<file path="config.mk">
export PLATFORM = sky130hd
export DESIGN_NAME = oht_map256_flat
export DESIGN_NICKNAME = d
export VERILOG_FILES = /design/src/rtl/oht_map256_pkg.sv /design/src/rtl/oht_map256_if.sv /design/src/rtl/oht_map256_dec256.sv /design/src/rtl/oht_map256.sv /design/src/flat_wrapper.sv
export SDC_FILE = /design/constraint.sdc
export NUM_CORES = 1
export LEC_CHECK = 0
export CAP_MARGIN = 20
export CORE_ASPECT_RATIO = 0.9
export CORE_MARGIN = 4
export CORE_UTILIZATION = 35
export CTS_CLUSTER_DIAMETER = 200
export CTS_CLUSTER_SIZE = 16
export DETAILED_ROUTE_END_ITERATION = 10
export GPL_TIMING_DRIVEN = 1
export SYNTH_ARGS = -nofsm -noshare
export SYNTH_HDL_FRONTEND = slang
export SYNTH_SLANG_ARGS = --single-unit
</file>
<file path="constraint.sdc">
create_clock -name clk -period 9.9 [get_ports clk]
set_input_delay 1.98 -clock clk [delete_from_list [all_inputs] [get_ports clk]]
set_output_delay 1.98 -clock clk [all_outputs]
set_load 0.1 [all_outputs]
</file>
<file path="src/rtl/oht_map256_pkg.sv">
// Shared definitions for the 256-entry occupancy map: sizes, flush
// sequencing constants, FSM state encoding and the index type.
package oht_pkg;

    localparam int N              = 256;
    localparam int L2N            = 8;
    localparam int CNT_W          = L2N + 1;
    localparam int FLUSH_QUARTERS = 4;
    localparam int QTR_W          = 2;
    localparam int QTR_BITS       = N / FLUSH_QUARTERS;

    typedef logic [L2N-1:0] idx_t;

    typedef enum logic {
        IDLE  = 1'b0,
        FLUSH = 1'b1
    } state_t;

endpackage

</file>
<file path="src/rtl/oht_map256_if.sv">
// Request/status bundle of the occupancy map. The map side uses the slave
// modport, the requester uses the master modport.
interface oht_map256_if;
    import oht_pkg::*;

    logic             i_set_vld;
    idx_t             i_set_idx;
    logic             o_set_rdy;
    logic             i_clr_vld;
    idx_t             i_clr_idx;
    logic             i_flush;
    logic [N-1:0]     o_map;
    logic [CNT_W-1:0] o_cnt;
    logic             o_empty;
    logic             o_full;
    logic             o_busy;
    logic             o_err_dup;

    modport slave (
        input  i_set_vld, i_set_idx, i_clr_vld, i_clr_idx, i_flush,
        output o_set_rdy, o_map, o_cnt, o_empty, o_full, o_busy, o_err_dup
    );

    modport master (
        output i_set_vld, i_set_idx, i_clr_vld, i_clr_idx, i_flush,
        input  o_set_rdy, o_map, o_cnt, o_empty, o_full, o_busy, o_err_dup
    );

endinterface

</file>
<file path="src/rtl/oht_map256_dec256.sv">
// dec256: combinational 8-to-256 binary to one-hot decoder.
module dec256
    import oht_pkg::*;
(
    input  idx_t         i_idx,
    output logic [N-1:0] o_onehot
);

    assign o_onehot = {{(N-1){1'b0}}, 1'b1} << i_idx;

endmodule

</file>
<file path="src/rtl/oht_map256.sv">
// oht_map256: 256-bit occupancy bitmap with set/clear requests, population
// count, duplicate-set detection and a 4-cycle quarter-by-quarter flush.
// Optional macro OHT_MAP_REG_OUT_EN adds one output register stage on
// map/cnt/empty/full; set_rdy, busy and err_dup keep their timing.
module oht_map256
    import oht_pkg::*;
(
    input  logic        clk,
    input  logic        rst,
    oht_map256_if.slave bus
);

    state_t           r_state, w_state_next;
    logic [QTR_W-1:0] r_q, w_q_next;
    logic [N-1:0]     r_map, w_map_next;
    logic [CNT_W-1:0] r_cnt, w_cnt_next;
    logic             r_err_dup, w_err_dup_next;

    logic [N-1:0]     w_set_oh, w_clr_oh;
    logic             w_idle, w_set_do, w_clr_do, w_same;
    logic             w_set_was, w_clr_was, w_s, w_c, w_dup;

    dec256 u_dec_set (.i_idx(bus.i_set_idx), .o_onehot(w_set_oh));
    dec256 u_dec_clr (.i_idx(bus.i_clr_idx), .o_onehot(w_clr_oh));

    // A flush in IDLE pre-empts any set/clear presented on the same cycle.
    assign w_idle    = (r_state == IDLE);
    assign w_set_do  = w_idle & bus.i_set_vld & ~bus.i_flush;
    assign w_clr_do  = w_idle & bus.i_clr_vld & ~bus.i_flush;
    assign w_same    = (bus.i_set_idx == bus.i_clr_idx);
    assign w_set_was = r_map[bus.i_set_idx];
    assign w_clr_was = r_map[bus.i_clr_idx];

    // Same-index set+clear: clear first, set wins, so only the set matters.
    assign w_s   = w_set_do & ~w_set_was;
    assign w_c   = w_clr_do & w_clr_was & ~(w_set_do & w_same);
    assign w_dup = w_set_do & w_set_was & ~(w_clr_do & w_same);

    // Next-state, next-map and next-count decision for both FSM states.
    always_comb begin
        // NOTE: every signal gets a default first so no path can infer a latch.
        w_state_next   = r_state;
        w_q_next       = r_q;
        w_map_next     = r_map;
        w_cnt_next     = r_cnt;
        w_err_dup_next = 1'b0;
        case (r_state)
            IDLE: begin
                if (bus.i_flush) begin
                    w_state_next = FLUSH;
                    w_q_next     = '0;
                end else begin
                    w_map_next     = (r_map & ~(w_clr_oh & {N{w_clr_do}}))
                                   | (w_set_oh & {N{w_set_do}});
                    w_cnt_next     = r_cnt + CNT_W'(w_s) - CNT_W'(w_c);
                    w_err_dup_next = w_dup;
                end
            end
            FLUSH: begin
                for (int k = 0; k < FLUSH_QUARTERS; k++) begin
                    if (r_q == QTR_W'(k)) begin
                        w_map_next[k*QTR_BITS +: QTR_BITS] = '0;
                    end
                end
                if (r_q == QTR_W'(FLUSH_QUARTERS - 1)) begin
                    w_state_next = IDLE;
                    w_q_next     = '0;
                    w_cnt_next   = '0;
                end else begin
                    w_q_next = r_q + 1'b1;
                end
            end
            default: w_state_next = IDLE;
        endcase
    end

    // State registers; reset wins over everything, including a flush in flight.
    always_ff @(posedge clk) begin
        // NOTE: non-blocking assignments so every register samples pre-edge values.
        if (rst) begin
            r_state   <= IDLE;
            r_q       <= '0;
            r_map     <= '0;
            r_cnt     <= '0;
            r_err_dup <= 1'b0;
        end else begin
            r_state   <= w_state_next;
            r_q       <= w_q_next;
            r_map     <= w_map_next;
            r_cnt     <= w_cnt_next;
            r_err_dup <= w_err_dup_next;
        end
    end

    assign bus.o_set_rdy = w_idle;
    assign bus.o_busy    = (r_state == FLUSH);
    assign bus.o_err_dup = r_err_dup;

`ifdef OHT_MAP_REG_OUT_EN
    logic [N-1:0]     r_map_o;
    logic [CNT_W-1:0] r_cnt_o;
    logic             r_empty_o, r_full_o;

    // Extra output stage: the visible map/count lag the internal state by one cycle.
    always_ff @(posedge clk) begin
        if (rst) begin
            r_map_o   <= '0;
            r_cnt_o   <= '0;
            r_empty_o <= 1'b1;
            r_full_o  <= 1'b0;
        end else begin
            r_map_o   <= r_map;
            r_cnt_o   <= r_cnt;
            r_empty_o <= (r_cnt == '0);
            r_full_o  <= (r_cnt == CNT_W'(N));
        end
    end

    assign bus.o_map   = r_map_o;
    assign bus.o_cnt   = r_cnt_o;
    assign bus.o_empty = r_empty_o;
    assign bus.o_full  = r_full_o;
`else
    assign bus.o_map   = r_map;
    assign bus.o_cnt   = r_cnt;
    assign bus.o_empty = (r_cnt == '0);
    assign bus.o_full  = (r_cnt == CNT_W'(N));
`endif

endmodule

</file>
<file path="src/flat_wrapper.sv">
// flat-port wrapper written by rule: the top's interface ports become plain ports
module oht_map256_flat import oht_pkg::*;
  (clk, rst, bus_i_set_vld, bus_i_set_idx, bus_i_clr_vld, bus_i_clr_idx, bus_i_flush, bus_o_set_rdy, bus_o_map, bus_o_cnt, bus_o_empty, bus_o_full, bus_o_busy, bus_o_err_dup);
  oht_map256_if bus_i ();
  input  logic clk;
  input  logic rst;
  input wire logic [$bits(bus_i.i_set_vld)-1:0] bus_i_set_vld;
  input wire logic [$bits(bus_i.i_set_idx)-1:0] bus_i_set_idx;
  input wire logic [$bits(bus_i.i_clr_vld)-1:0] bus_i_clr_vld;
  input wire logic [$bits(bus_i.i_clr_idx)-1:0] bus_i_clr_idx;
  input wire logic [$bits(bus_i.i_flush)-1:0] bus_i_flush;
  output wire logic [$bits(bus_i.o_set_rdy)-1:0] bus_o_set_rdy;
  output wire logic [$bits(bus_i.o_map)-1:0] bus_o_map;
  output wire logic [$bits(bus_i.o_cnt)-1:0] bus_o_cnt;
  output wire logic [$bits(bus_i.o_empty)-1:0] bus_o_empty;
  output wire logic [$bits(bus_i.o_full)-1:0] bus_o_full;
  output wire logic [$bits(bus_i.o_busy)-1:0] bus_o_busy;
  output wire logic [$bits(bus_i.o_err_dup)-1:0] bus_o_err_dup;
  assign bus_i.i_set_vld = bus_i_set_vld;
  assign bus_i.i_set_idx = bus_i_set_idx;
  assign bus_i.i_clr_vld = bus_i_clr_vld;
  assign bus_i.i_clr_idx = bus_i_clr_idx;
  assign bus_i.i_flush = bus_i_flush;
  assign bus_o_set_rdy = bus_i.o_set_rdy;
  assign bus_o_map = bus_i.o_map;
  assign bus_o_cnt = bus_i.o_cnt;
  assign bus_o_empty = bus_i.o_empty;
  assign bus_o_full = bus_i.o_full;
  assign bus_o_busy = bus_i.o_busy;
  assign bus_o_err_dup = bus_i.o_err_dup;
  oht_map256 u_core (.clk(clk), .rst(rst), .bus(bus_i));
endmodule
</file>
# After elaboration in Yosys (flattened, before gate mapping)
# Index checks and enable logic that the tools add are counted.
[word_totals]
ff_bits = 269
in_bits = 21
output_inout_bits = 270
word_cells = 73
[op_classes]
add_sub_neg = 3
order_cmp = 2
eq_ne = 11
shift = 2
mux = 19
n_bitwise = 21
reduce_logical = 7
[ops]
columns = ["op", "n"]
rows = [
  ["$and A256 B256 Y256", 3],
  ["$pmux W256 S2", 1],
  ["$shl A1 B8 Y256 const A", 2],
  ["$mux W256", 1],
  ["$mux W64", 4],
  ["$not A256 Y256", 1],
  ["$or A256 B256 Y256", 1],
  ["$lt A8 B9 Y1 const B", 2],
  ["$mux W9", 2],
  ["$pmux W9 S2", 1],
  ["$bmux W1 S8", 2],
  ["$ne A2 B2 Y1 const B", 6],
  ["$and A1 B1 Y1", 11],
  ["$add A9 B1 Y9", 1],
  ["$eq A9 B9 Y1 const B", 1],
  ["$logic_not A9 Y1", 1],
  ["$sub A9 B1 Y9", 1],
  ["$eq A8 B8 Y1", 1],
  ["$reduce_and A2 Y1", 4],
  ["$not A1 Y1", 5],
  ["$eq A2 B2 Y1 const B", 2],
  ["$mux W1", 4],
  ["$mux W2", 2],
  ["$pmux W2 S2", 1],
  ["other kinds (5)", 5],
]

# Longest topological paths before layout
[depth]
ltp_word = 9
mapped_depth = 21

# By module
# From an unflattened synthesis, not the netlist that was laid out.
[unflattened]
hier_cells = 2711
area_unflattened_um2 = 20128.1
[by_module_without_submodules]
columns = ["module", "instances", "cells_each", "area_per_inst_um2", "seq_area_each_um2"]
rows = [
  ["oht_map256", 1, 1887, 15533.6, 5385.2],
  ["dec256", 2, 412, 2297.2, 0.0],
]

# Worst setup path after synthesis
# OpenSTA, ideal clock, no wires.
[synth_timing]
path_type = "input to register"
start = "in bus_i_clr_idx[0]"
end = "reg u_core.r_cnt[8] (netlist: u_core.bus.o_cnt[8])"
setup_time_ps = 71
t_arrival_ps = 5737
required_time_ps = 9829
path_slack_ps = 4092
path_stages = 19
n_path_buf = 1
path_cell_list = "buf_2 > mux4_2 > mux4_2 > nand3_1 > o21ai_1 > nor4b_2 > a21oi_1 > and4_1 > ha_1 > inv_1 > ha_1 > fa_1 > a21oi_1 > o21bai_1 > a21oi_1 > o21ai_0 > a21o_1 > a211oi_1 > o21bai_1"
[synth_between]
elab_chain_cells = 7
elab_cells_between_ends = 10
[synth_lines]
columns = ["element", "line_no", "text"]
rows = [
  ["start: declaration", "flat_wrapper.sv:10", "input wire logic [$bits(bus_i.i_clr_idx)-1:0] bus_i_clr_idx;"],
  ["$bmux W1 S8 / $eq A8 B8 Y1 (equally long branches)", "oht_map256.sv:32, oht_map256.sv:30", ""],
  ["$mux W1 (implied by the code) / $and A1 B1 Y1 (equally long branches)", "oht_map256.sv:32, oht_map256.sv:36", ""],
  ["$and A1 B1 Y1 / $not A1 Y1 (equally long branches)", "oht_map256.sv:36", "assign w_c = w_clr_do & w_clr_was & ~(w_set_do & w_same);"],
  ["$and A1 B1 Y1 *", "oht_map256.sv:36", ""],
  ["$sub A9 B1 Y9 *", "oht_map256.sv:55", "w_cnt_next = r_cnt + CNT_W'(w_s) - CNT_W'(w_c);"],
  ["$mux W9 *", "oht_map256.sv:49", "if (bus.i_flush) begin"],
  ["$pmux W9 S2 *", "oht_map256.sv:47", "case (r_state)"],
  ["end signal: assignment", "oht_map256.sv:90", "r_cnt <= w_cnt_next;"],
  ["end: declaration", "oht_map256.sv:16", "logic [CNT_W-1:0] r_cnt, w_cnt_next;"],
]
# Every way passes the cells marked *; elsewhere a longest branch is shown, timed or not. The select of a mux whose other input is x is not followed.
# A chain may end at the register's enable or synchronous reset.

# Worst setup path after layout
# Ends and elaborated chain as after synthesis.

==> results_dict.tcl <==
set metrics [dict create \
    min_path_type "register to register" \
    fill_cells 4175 \
    final_nets 1981 \
    ctsHoldBuffers 0 \
    cts_sinks 269 \
    maxSlewViolCount 0 \
    regArea_mm2 0.005385 \
    worstHoldPathCells 2 \
    routedWlPerCell_um 29.25 \
    grt_max_degree 105 \
    clkLatencyLatePin_ns 0.54 \
    die_x_um 229.5 \
    finalWeightedCongestion 0.9844 \
    cp_data_arrival_time_ns 7.47 \
    status "complete, no violations" \
    htreeDepth 1 \
    setup_violations 0 \
    synth_area_per_cell_um2 8.780 \
    synthCells 1760 \
    drive_above_1_share_pct 11.07 \
    p_leak_nw 6.472 \
    period_needed_ns 7.018 \
    grt_pass1_vias 15990 \
    synth_top_area_cell "dfxtp_1" \
    postCtsResizedCells 0 \
    hold_slack_ns 0.5143 \
    grt.total_usage_pct 29.60 \
    worst_clock_skew_ns 0.01816 \
    ys_ff_latch 269 \
    yosys-top-cells-area "dfxtp_1 (35%), mux4_2 (17%), o21ai_0 (16%), a21oi_1 (9.0%), clkbuf_1 (2.7%)" \
    yosys_warnings 0 \
    numCtsBuffers 20 \
    cts_setup_buffers 0 \
    cts_buffer_depth 3 \
    synth_fp_nets 1798 \
    maxCapViolations 0 \
    row_count 72 \
    place_hpwl_mm 51.03 \
    dpl_cell_area_mm2 0.01871 \
    drt_iter0_drc 2763 \
    ys_top_cells_by_count "o21ai_0 (501), a21oi_1 (277), dfxtp_1 (269), mux4_2 (119), clkbuf_1 (110)" \
    fin_setup_tns_ns 0 \
    syn2layout_area_growth_pct 25.12 \
    worstMarginPinSlew_ns 1.159 \
    drtAntennaViolNets 0 \
    peakVddDrop_mv 0.08768 \
    num_io_pins 291 \
    netlist_area_mm2 0.01545 \
    io_buffer_count 290 \
    multi_input_area_mm2 0.009369 \
    wirelength_mm 74.17 \
    rsz0062_at_grt "false" \
    tritoncts "done" \
    criticalPathCategory "input pin to register" \
    worst_r2r_path_depth 18 \
    fp.dieArea_mm2 0.04758 \
    synth_edf_count 0 \
    vias 16780 \
    antenna_found_initial 3 \
    synth_flop_cell "dfxtp_1" \
    grt_pass1_wl_mm 108.4 \
    final.period_utilization_pct 70.88 \
    coreArea_mm2 0.04333 \
    critPathLaunchType "input pin" \
    synth_top_cell_area_share_pct 34.85 \
    ys_seq_area_share_pct 34.85 \
    initial_core_util_pct 35.66 \
    vias_per_cell 6.617 \
    yosysMostFrequentCell "o21ai_0" \
    power.density_mw_per_mm2 121.4 \
    drt-pass1-iter-count 6 \
    finalHoldViolCount 0 \
    cts_root_buffer "clkbuf_16" \
    grt_overflow_total 0 \
    fmax_ghz 0.1425 \
    die_h_um 207.3 \
    place_inst 2506 \
    relSlewSlack_pct 22.57 \
    crit_fanout 40 \
    design_area_mm2 0.01934 \
    synth_cell_types 61 \
    clk_pin_slew_ns 0.07 \
    required_ns 10.36 \
    drc 0 \
    end_kind "register" \
    async_flop_share_pct 0 \
    final_cells 2536 \
]
==> final cells by class <==
cell class / instances / share of cell area (%)
Antenna cell: 1 / 0.01294
Clock buffer: 21 / 2.718
Clock inverter: 1 / 0.02588
Inverter: 22 / 0.4271
Multi-Input combinational cell: 1305 / 48.45
Sequential cell: 269 / 27.85
Tap cell: 592 / 3.831
Timing Repair Buffer: 325 / 16.68
==> where the power goes <==
part / switching [W] / internal [W] / total, W
registers: 0.00000906 / 0.00109 / 0.00110
clock network: 0.000407 / 0.000376 / 0.000783
logic: 0.000338 / 0.000127 / 0.000465
==> registers in the layout, indices dropped and copies added (netlist names) <==
name	count
u_core.r_q	2
u_core.bus.o_err_dup	1
u_core.bus.o_busy	1
u_core.bus.o_map	256
u_core.bus.o_cnt	9
==> layout by cell type, fill, tap and decap left out, types with 5 or more instances in the layout <==
master / count
nand2_2: 5
and2_1: 5
dfxtp_1: 269
or2_2: 7
nor2_1: 64
ha_1: 16
a31oi_1: 7
mux4_2: 119
o21ai_0: 501
nand2b_1: 6
a22oi_1: 25
nor2b_1: 15
nand2_1: 69
inv_1: 20
a211oi_1: 6
nor3_1: 22
clkdlybuf4s50_1: 285
mux2i_1: 28
buf_4: 29
mux4_1: 9
xnor2_1: 12
clkbuf_16: 21
nand4_1: 7
o22ai_1: 8
a21oi_1: 273
o21ai_1: 16
nand3_1: 23
==> critical path, stage by stage <==
cell	delay, ns
buf_4	0.55
buf_4	0.74
mux4_2	0.60
mux4_2	0.46
nand3_1	0.09
o21ai_1	0.09
nor4b_2	0.35
a21oi_1	0.15
and4_1	0.28
ha_1	0.28
inv_1	0.04
ha_1	0.21
fa_1	0.44
a21oi_1	0.16
o21bai_1	0.10
a21oi_1	0.19
o21ai_0	0.13
a21o_1	0.19
a211oi_1	0.23
o21bai_1	0.14
==> per-stage QoR <==
step | util (%) | setup slack (ns) | total power, W
after global routing | 44.62 | 2.585 | 0.002405
final | 44.62 | 2.882 | 0.002347
after detailed placement | 43.17 | 2.387 | 0.001577
after CTS | 44.40 | 2.896 | 0.002331
after global placement | 43.03 | 2.459 | 0.001569
after floorplan | - | 4.092 | 0.001453
==> cells by family (layout without fill, tap and decap cells) <==
logic type               count (synthesis)  count (layout)  synth area share, %
AO/OA/AOI/OAI                          868             868                29.40
flip-flops                             269             269                34.85
other                                    0               1                    0
adder cells (fa/ha/maj)                 17              17                1.425
buffers and inverters                  186             369                5.311
multiplexers                           157             157                20.76
AND/OR/NAND/NOR                        250             250                7.522
XOR/XNOR                                13              13               0.7368
==> layer usage <==
| metal | wire length (µm) | track usage, % | up-vias |
|---|---|---|---|
| met5 | 27 | 0 | - |
| met4 | 2860 | 10.55 | 4 |
| met3 | 10310 | 8.782 | 199 |
| met2 | 31590 | 43.36 | 1408 |
| met1 | 29380 | 41.56 | 8166 |
| li1 | - | - | 7004 |
==> final timing paths <==
path / to / slack, ns / start
max: u_core.bus.o_cnt[8] / 2.88 / bus_i_clr_idx[0]
min: u_core.bus.o_map[182] / 0.51 / u_core.bus.o_map[182]
max reg2reg: u_core.bus.o_cnt[8] / 5.02 / u_core.bus.o_map[142]
min reg2reg: u_core.bus.o_map[182] / 0.51 / u_core.bus.o_map[182]
Power figures use the tool's default switching activity.
